File: src/rtl/pipe_stage_skid.sv
// Elastic pipeline stage: main + skid register with valid/ready handshake, flush and bubbles.
// Define STAGE_PERF_CNT_EN to add saturating stall/bubble performance counters.
module pipe_stage_skid #(
    parameter int unsigned DATA_W = 32,
    parameter int unsigned CTRL_W = 8
`ifdef STAGE_PERF_CNT_EN
    ,
    parameter int unsigned CNT_W  = 32
`endif
) (
    input  logic              clk_i,
    input  logic              rst_i,
    input  logic              flush_i,
    input  logic              in_valid_i,
    output logic              in_ready_o,
    input  logic [CTRL_W-1:0] in_ctrl_i,
    input  logic [DATA_W-1:0] in_data_i,
    output logic              out_valid_o,
    input  logic              out_ready_i,
    output logic [CTRL_W-1:0] out_ctrl_o,
    output logic [DATA_W-1:0] out_data_o,
`ifdef STAGE_PERF_CNT_EN
    output logic [CNT_W-1:0]  stall_cnt_o,
    output logic [CNT_W-1:0]  bubble_cnt_o,
`endif
    output logic [1:0]        occupancy_o
);

    typedef enum logic [1:0] {
        StEmpty = 2'd0,
        StOne   = 2'd1,
        StTwo   = 2'd2
    } state_e;

    state_e            state_q;
    logic [CTRL_W-1:0] main_ctrl_q, skid_ctrl_q;
    logic [DATA_W-1:0] main_data_q, skid_data_q;
    logic              accept, emit;

    // Ready depends only on registered state, so no out_ready_i -> in_ready_o path.
    assign in_ready_o  = (state_q != StTwo);
    assign out_valid_o = (state_q != StEmpty);
    assign out_ctrl_o  = out_valid_o ? main_ctrl_q : '0;
    assign out_data_o  = main_data_q;
    assign occupancy_o = state_q;

    assign accept = in_valid_i & in_ready_o;
    assign emit   = out_valid_o & out_ready_i;

    always_ff @(posedge clk_i or negedge rst_i) begin
        if (!rst_i) begin
            state_q     <= StEmpty;
            main_ctrl_q <= '0;
            skid_ctrl_q <= '0;
            main_data_q <= '0;
            skid_data_q <= '0;
        end else if (flush_i) begin
            // Data registers are left alone; clearing ctrl is enough to kill the beats.
            state_q     <= StEmpty;
            main_ctrl_q <= '0;
            skid_ctrl_q <= '0;
        end else begin
            case (state_q)
                StEmpty: begin
                    if (accept) begin
                        state_q     <= StOne;
                        main_ctrl_q <= in_ctrl_i;
                        main_data_q <= in_data_i;
                    end
                end
                StOne: begin
                    if (accept && !emit) begin
                        state_q     <= StTwo;
                        skid_ctrl_q <= in_ctrl_i;
                        skid_data_q <= in_data_i;
                    end else if (accept) begin
                        main_ctrl_q <= in_ctrl_i;
                        main_data_q <= in_data_i;
                    end else if (emit) begin
                        state_q <= StEmpty;
                    end
                end
                StTwo: begin
                    if (emit) begin
                        state_q     <= StOne;
                        main_ctrl_q <= skid_ctrl_q;
                        main_data_q <= skid_data_q;
                    end
                end
                default: state_q <= StEmpty;
            endcase
        end
    end

`ifdef STAGE_PERF_CNT_EN
    logic [CNT_W-1:0] stall_cnt_q, bubble_cnt_q;

    always_ff @(posedge clk_i or negedge rst_i) begin
        if (!rst_i) begin
            stall_cnt_q  <= '0;
            bubble_cnt_q <= '0;
        end else begin
            if (out_valid_o && !out_ready_i && (stall_cnt_q != '1)) begin
                stall_cnt_q <= stall_cnt_q + CNT_W'(1);
            end
            if (!out_valid_o && (bubble_cnt_q != '1)) begin
                bubble_cnt_q <= bubble_cnt_q + CNT_W'(1);
            end
        end
    end

    assign stall_cnt_o  = stall_cnt_q;
    assign bubble_cnt_o = bubble_cnt_q;
`endif

endmodule

File: config.mk
export PLATFORM = sky130hd
export DESIGN_NAME = pipe_stage_skid
export DESIGN_NICKNAME = d
export VERILOG_FILES = /design/src/rtl/pipe_stage_skid.sv
export SDC_FILE = /design/constraint.sdc
export NUM_CORES = 1
export LEC_CHECK = 0
export ABC_AREA = 0
export CORE_MARGIN = 3
export CORE_UTILIZATION = 51
export CTS_CLUSTER_SIZE = 16
export DETAILED_ROUTE_END_ITERATION = 8
export HOLD_SLACK_MARGIN = 0.12
export PLACE_DENSITY = 0.82
export SLEW_MARGIN = 30
export SYNTH_ARGS = -nofsm -noshare
export SYNTH_HDL_FRONTEND = slang
export SYNTH_SLANG_ARGS = --single-unit
File: constraint.sdc
create_clock -name clk_i -period 3.4 [get_ports clk_i]
set_input_delay 0.68 -clock clk_i [delete_from_list [all_inputs] [get_ports clk_i]]
set_output_delay 0.68 -clock clk_i [all_outputs]
set_load 0.05 [all_outputs]
==> results of run 1 <==
## through the flow
| stage | hold WS (ps) | setup slack, ps | power (mW) |
|---|---|---|---|
| after floorplan | 384.4 | 756.9 | 2.897 |
| after global placement | 459.4 | 567.4 | 3.476 |
| after detailed placement | 469.3 | 739.8 | 3.534 |
| after CTS | 386.6 | 417.0 | 4.338 |
| after global routing | 398.2 | 285.9 | 4.510 |
| final | 351.5 | 451.2 | 4.303 |
## sequential cells by signal, summed over array words and instances (netlist names)
signal,flops
occupancy_o,2
main_ctrl_q,8
skid_data_q,32
skid_ctrl_q,8
out_data_o,32
## report_power, final
group / switching [mW] / internal (mW) / leakage [nW]
sequential: 0.228 / 1.37 / 1.03
clock: 0.374 / 0.422 / 0.112
combinational: 1.12 / 0.794 / 1.08
## Yosys cell counts (all sizes together), types with 2 or more instances
| master | n | area, µm² |
|---|---|---|
| inv | 5 | 18.77 |
| nor2b | 10 | 70.06 |
| dfrtp | 82 | 2052 |
| a22o | 8 | 70.07 |
| nand2b | 2 | 12.51 |
| ha | 4 | 50.05 |
| or2 | 2 | 12.52 |
| clkbuf | 8 | 30.03 |
| nand3 | 2 | 15.01 |
| o21ai | 33 | 165.2 |
| nand2 | 33 | 123.9 |
| mux2i | 32 | 320.3 |
| nor2 | 22 | 82.58 |
| mux2 | 33 | 484.2 |
| o221a | 8 | 90.09 |
| buf | 8 | 67.56 |
## kinds of logic (layout without fill, tap and decap cells)
family,after synthesis,count (layout),share of synthesized area [%]
AOI/OAI and AO/OA,55,55,10.05
adders and majority gates,4,4,1.340
buffers and inverters,21,113,3.114
DFF,82,82,54.92
muxes,65,65,21.53
and+or+nand+nor,73,73,9.042
## final cells by class
| type | count | area share [%] |
|---|---|---|
| clock buffer | 9 | 2.522 |
| clock inverter | 7 | 2.063 |
| inverter | 5 | 0.3821 |
| multi-input combinational | 197 | 32.25 |
| sequential | 82 | 41.77 |
| tap | 96 | 2.445 |
| timing repair buffer | 92 | 18.57 |
## cells in the final DEF (no fill, tap or decap), types with 2 or more instances in the layout
cell type and n:
clkdlybuf4s50_1 87, dfrtp_1 82, nand2_1 33, mux2i_1 32, o21ai_0 32, mux2_4 30
nor2_1 22, nor2b_1 9, clkbuf_8 9, o221a_2 8, a22o_1 8, inv_1 5
buf_4 4, mux2_2 3, ha_1 3, nand2b_1 2, bufinv_16 2
## path summary, 6_finish.rpt
check | startpoint | endpoint | slack (ps)
min reg2reg | out_data_o[23]$_DFFE_PN0P_ | out_data_o[23]$_DFFE_PN0P_ | 480
max reg2reg | occupancy_o[0]$_DFFE_PN0P_ | out_data_o[14]$_DFFE_PN0P_ | 1000
min | rst_i | skid_data_q[19]$_DFFE_PN0P_ | 350
max | occupancy_o[0]$_DFFE_PN0P_ | out_ctrl_o[3] | 450
min in group clk_i | out_data_o[23]$_DFFE_PN0P_ | out_data_o[23]$_DFFE_PN0P_ | 480
max in group asynchronous | rst_i | skid_data_q[29]$_DFFE_PN0P_ | 2540
## per-layer routing
layer  wire, µm  global-route usage, %  share of wire, %  vias up
met5          0                      0                 0        -
met2       3859                  29.88                49       61
met1       3650                  27.21                46     1252
met4         92                  7.412               1.2        0
li1           -                      -                 -     1224
met3        274                  3.563               3.5        9
==> impl_metrics.json, run 1 <==
{
  "status": "finished clean",
  "grt.overflow.total": 0,
  "die_h_um": 91.59,
  "first_pass_iters": 4,
  "via_per_inst": 5.217,
  "grt_pass1_vias": 2522,
  "clkSinkCount": 82,
  "drv_cap": 0,
  "drc": 0,
  "synth.distinct_cells": 30,
  "multi_input_area_um2": 1584,
  "hold_viol": 0,
  "nNetsFinal": 436,
  "final.period_utilization_pct": 86.73,
  "drt_iter0_drc": 100,
  "ir_drop_mv": 0.3736,
  "finalNonFillerCells": 488,
  "cts_setup_buffers": 0,
  "gr-usage-all-layers_pct": 19.39,
  "synth_flop_cell": "dfrtp_1",
  "syn_area_um2": 3736,
  "drtAntennaViolNets": 0,
  "path_buf_inv": 2,
  "grt_start_max_net_pins": 83,
  "die_w_um": 91.59,
  "std_cell_rows": 30,
  "start_util_pct": 53.80,
  "leakage_nw": 2.215,
  "critical-path-slowest-cell": "clkdlybuf4s50_1",
  "period_minus_slack_ps": 2949,
  "port_buffers": 88,
  "ff2ff_path_depth": 7,
  "ioPinCount": 89,
  "crit_path_cell_trace": "inv_1 > ha_1 > nor2b_1 > clkdlybuf4s50_1",
  "finish.utilization_pct": 70.74,
  "antenna_cells": 0,
  "cts_buffers": 9,
  "syn_to_final_growth_pct": 31.48,
  "cts_tree": "built",
  "start_kind": "register",
  "worstMarginPinSlew_ps": 862.0,
  "fillCellCount": 512,
  "synth_nets": 349,
  "synth_area_per_cell_um2": 12.45,
  "max_stage_delay_ps": 820,
  "maxSlewHeadroom_pct": 42.27,
  "clk_path_buf_depth": 2,
  "path_class": "reg -> out",
  "regArea_um2": 2052,
  "grt_pass1_wl_um": 12820,
  "core_area_um2": 6944,
  "setup_violations": 0,
  "tns_ps": 0,
  "placed_cells": 472,
  "finalMaxSlewViolations": 0,
  "p_per_area_nw_per_um2": 876.0,
  "end_kind": "primary output",
  "ys_seq_area_share_pct": 54.92,
  "max_freq_ghz": 0.3391,
  "hold_class": "in -> async",
  "path_max_fanout": 13,
  "finClkSkew_ps": 13.41,
  "drive_above_1_share_pct": 17.60,
  "yosysWarningCount": 0,
  "place_congestion": 0.7998,
  "syn_inst": 300,
  "antenna_found_initial": 0,
  "synth-edff-count": 0,
  "place_hpwl_um": 5294,
  "wl_um": 7877,
  "hold_buffers": 0,
  "vias": 2546,
  "cp.depth": 4,
  "rsz0062_at_grt": "false",
  "fin_area_um2": 4912,
  "cp.arrival_ps": 2270,
  "placed_cell_area_um2": 4687,
  "insertion_delay_ps": 350,
  "synth-seq-cells": 82,
  "cts.clk_slew.worst_paths_ps": 100,
  "async_flop_share_pct": 100.0,
  "wl_per_cell_um": 16.14,
  "htree_levels": 3,
  "die-area_um2": 8389,
  "cts-resized-gates": 0,
  "root_buffer": "clkbuf_8",
  "crit_required_ps": 2720,
  "cp_top_family": "buffers and inverters"
}
Note: power is estimated with default switching activity, not from simulation.
==> run 2, diff against run 1 <==
--- a/config.mk
+++ b/config.mk
@@ -10,6 +10,7 @@
 export CORE_UTILIZATION = 51
 export CTS_CLUSTER_SIZE = 16
 export DETAILED_ROUTE_END_ITERATION = 8
+export GPL_ROUTABILITY_DRIVEN = 1
 export HOLD_SLACK_MARGIN = 0.12
 export PLACE_DENSITY = 0.82
 export SLEW_MARGIN = 30
==> results of run 2 <==
The final DEF is identical to that of run 1; final timing and power are the same.
==> run 3, diff against run 2 <==
--- a/config.mk
+++ b/config.mk
@@ -6,13 +6,14 @@
 export NUM_CORES = 1
 export LEC_CHECK = 0
 export ABC_AREA = 0
+export CORE_ASPECT_RATIO = 1.1
 export CORE_MARGIN = 3
-export CORE_UTILIZATION = 51
+export CORE_UTILIZATION = 50
 export CTS_CLUSTER_SIZE = 16
 export DETAILED_ROUTE_END_ITERATION = 8
 export GPL_ROUTABILITY_DRIVEN = 1
 export HOLD_SLACK_MARGIN = 0.12
-export PLACE_DENSITY = 0.82
+export PLACE_DENSITY = 0.8
 export SLEW_MARGIN = 30
 export SYNTH_ARGS = -nofsm -noshare
 export SYNTH_HDL_FRONTEND = slang
==> constraint.sdc (replaced) <==
create_clock -name clk_i -period 2.8 [get_ports clk_i]
set_input_delay 0.56 -clock clk_i [delete_from_list [all_inputs] [get_ports clk_i]]
set_output_delay 0.56 -clock clk_i [all_outputs]
set_load 0.05 [all_outputs]
==> impl_metrics.json, run 3 (synthesis results as in run 1) <==
{
  "period_minus_slack_ps": 2670,
  "via_per_inst": 5.415,
  "tns_ps": 0,
  "final_common_cell": "dfrtp_1",
  "setup_violations": 0,
  "finalMaxSlewViolations": 0,
  "reg2reg_setup_slack_ps": 570,
  "ioPinCount": 89,
  "grt_pass1_wl_um": 13520,
  "drc": 0,
  "antenna_cells": 0,
  "insertion_delay_ps": 340,
  "path_max_fanout": 13,
  "end_kind": "primary output",
  "cts.clk_slew.worst_paths_ps": 80,
  "dpl_worst_slack_ps": 318.5,
  "root_buffer": "clkbuf_8",
  "die-area_um2": 8547,
  "start_kind": "register",
  "rr_endpoint": "skid_data_q[2]$_DFFE_PN0P_",
  "drv_cap": 0,
  "port_buffers": 88,
  "switching_share_pct": 40.92,
  "clk_path_buf_depth": 2,
  "leakage_nw": 2.250,
  "rsz0062_at_grt": "false",
  "std_cell_rows": 32,
  "die_w_um": 88.42,
  "gr-usage-all-layers_pct": 20.09,
  "wl_per_cell_um": 16.70,
  "cts_buffers": 9,
  "nNetsFinal": 441,
  "clkSinkCount": 82,
  "syn_to_final_growth_pct": 30.94,
  "drt_iter0_drc": 101,
  "drive_above_1_share_pct": 18.89,
  "hold_viol": 0,
  "hold_class": "in -> async",
  "start_util_pct": 52.42,
  "die_h_um": 96.66,
  "reg2reg_from": "occupancy_o[0]$_DFFE_PN0P_",
  "core_area_um2": 7127,
  "power_switching_mw": 2.063,
  "final_cell_mix": "dfrtp_1 (82), clkdlybuf4s50_1 (79), nand2_1 (33)",
  "wl_um": 8049,
  "finClkSkew_ps": 7.466,
  "p_seq_share_pct": 38.4,
  "p_per_area_nw_per_um2": 1031,
  "grt_pass1_vias": 2850,
  "worstMarginPinSlew_ps": 601.2,
  "power_frac_comb_pct": 46.6,
  "htree_levels": 3,
  "path_class": "reg -> out",
  "maxSlewHeadroom_pct": 59.77,
  "drtAntennaViolNets": 0,
  "antenna_found_initial": 0,
  "clockPowerShare_pct": 15.1,
  "grt_start_max_net_pins": 55,
  "final.period_utilization_pct": 95.34,
  "vias": 2610,
  "status": "finished clean",
  "ff2ff_path_depth": 7,
  "timing.final.ws_setup_ps": 130.5,
  "max_freq_ghz": 0.3746,
  "cts_tree": "built",
  "crit_required_ps": 2240,
  "place_congestion": 0.7664,
  "grt.overflow.total": 0,
  "cp.arrival_ps": 2110,
  "hold_buffers": 0,
  "ir_drop_mv": 0.5260,
  "place_hpwl_um": 5564,
  "p_int_mw": 2.979,
  "first_pass_iters": 5
}
run 3: changes by cell type in the layout (fill, tap and decap cells not counted), sizes merged:
cell           before  now
clkdlybuf4s50      87   79
buf                 5   11
dlygate4sd2         0    7
inv                 7    5
clkinvlp            1    2
bufinv              2    0
clkinv              2    3
clkbuf              9   11
run 3: metrics by stage:
stage	cell area, µm²	total power, mW	hold slack (ps)	instances	utilization [%]
after floorplan	3736	3.518	264.4	300	-
after global placement	4727	4.242	461.3	466	66.33
after detailed placement	4727	4.322	469.3	466	66.33
after CTS	4892	5.088	185.4	482	68.64
after global routing	4892	5.315	180.7	482	68.64
final	4892	5.042	172.5	482	68.64
run 3: repair_timing:
action | in CTS | in global routing
resized for setup | 8 | 0
buffers inserted | 0 | 0
endpoints found under the hold margin | 0 | 0
endpoints found under the setup margin | 9 | 0
run 3: worst max path at each step:
stage                                     startpoint                          to
after floorplan           occupancy_o[0]$_DFFE_PN0P_               out_ctrl_o[0]
after global placement    occupancy_o[0]$_DFFE_PN0P_               out_ctrl_o[4]
after global routing      occupancy_o[0]$_DFFE_PN0P_               out_ctrl_o[6]
after detailed placement                  in_valid_i  skid_data_q[2]$_DFFE_PN0P_
final                     occupancy_o[0]$_DFFE_PN0P_               out_ctrl_o[6]
after CTS                 occupancy_o[0]$_DFFE_PN0P_               out_ctrl_o[6]
run 3: metal layers:
metal	share of wire, %	vias up	GRT usage [%]
met4	1.7	0	6.628
met5	0	-	0
li1	-	1236	-
met1	45	1290	26.40
met2	48	74	31.84
met3	5.6	10	5.707
run 3: area by class of cell:
class | count | area (µm²)
fillers | 534 | 2235
repair buffers | 97 | 959.7
clock buffers | 11 | 141.4
multi-input cells | 197 | 1584
clock inverters | 5 | 30.03
flip-flops and latches | 82 | 2052
inverters | 5 | 18.77
well taps | 85 | 106.4
run 3: worst max-delay path, stage by stage (launching register included):
cell and delay (ps):
dfrtp_1 430, inv_1 110, ha_2 290, nor2b_1 130, clkdlybuf4s50_1 810
run 3: power groups by stage:
| stage | Combinational (mW) | Clock, mW | Sequential [mW] |
|---|---|---|---|
| 3_3_place_gp | 2.31 | 0 | 1.94 |
| 5_1_grt | 2.48 | 0.836 | 2.00 |
| 3_5_place_dp | 2.37 | 0 | 1.95 |
| 4_1_cts | 2.37 | 0.780 | 1.94 |
| 6_report | 2.35 | 0.760 | 1.93 |
| 2_1_floorplan | 0.876 | 0 | 2.64 |
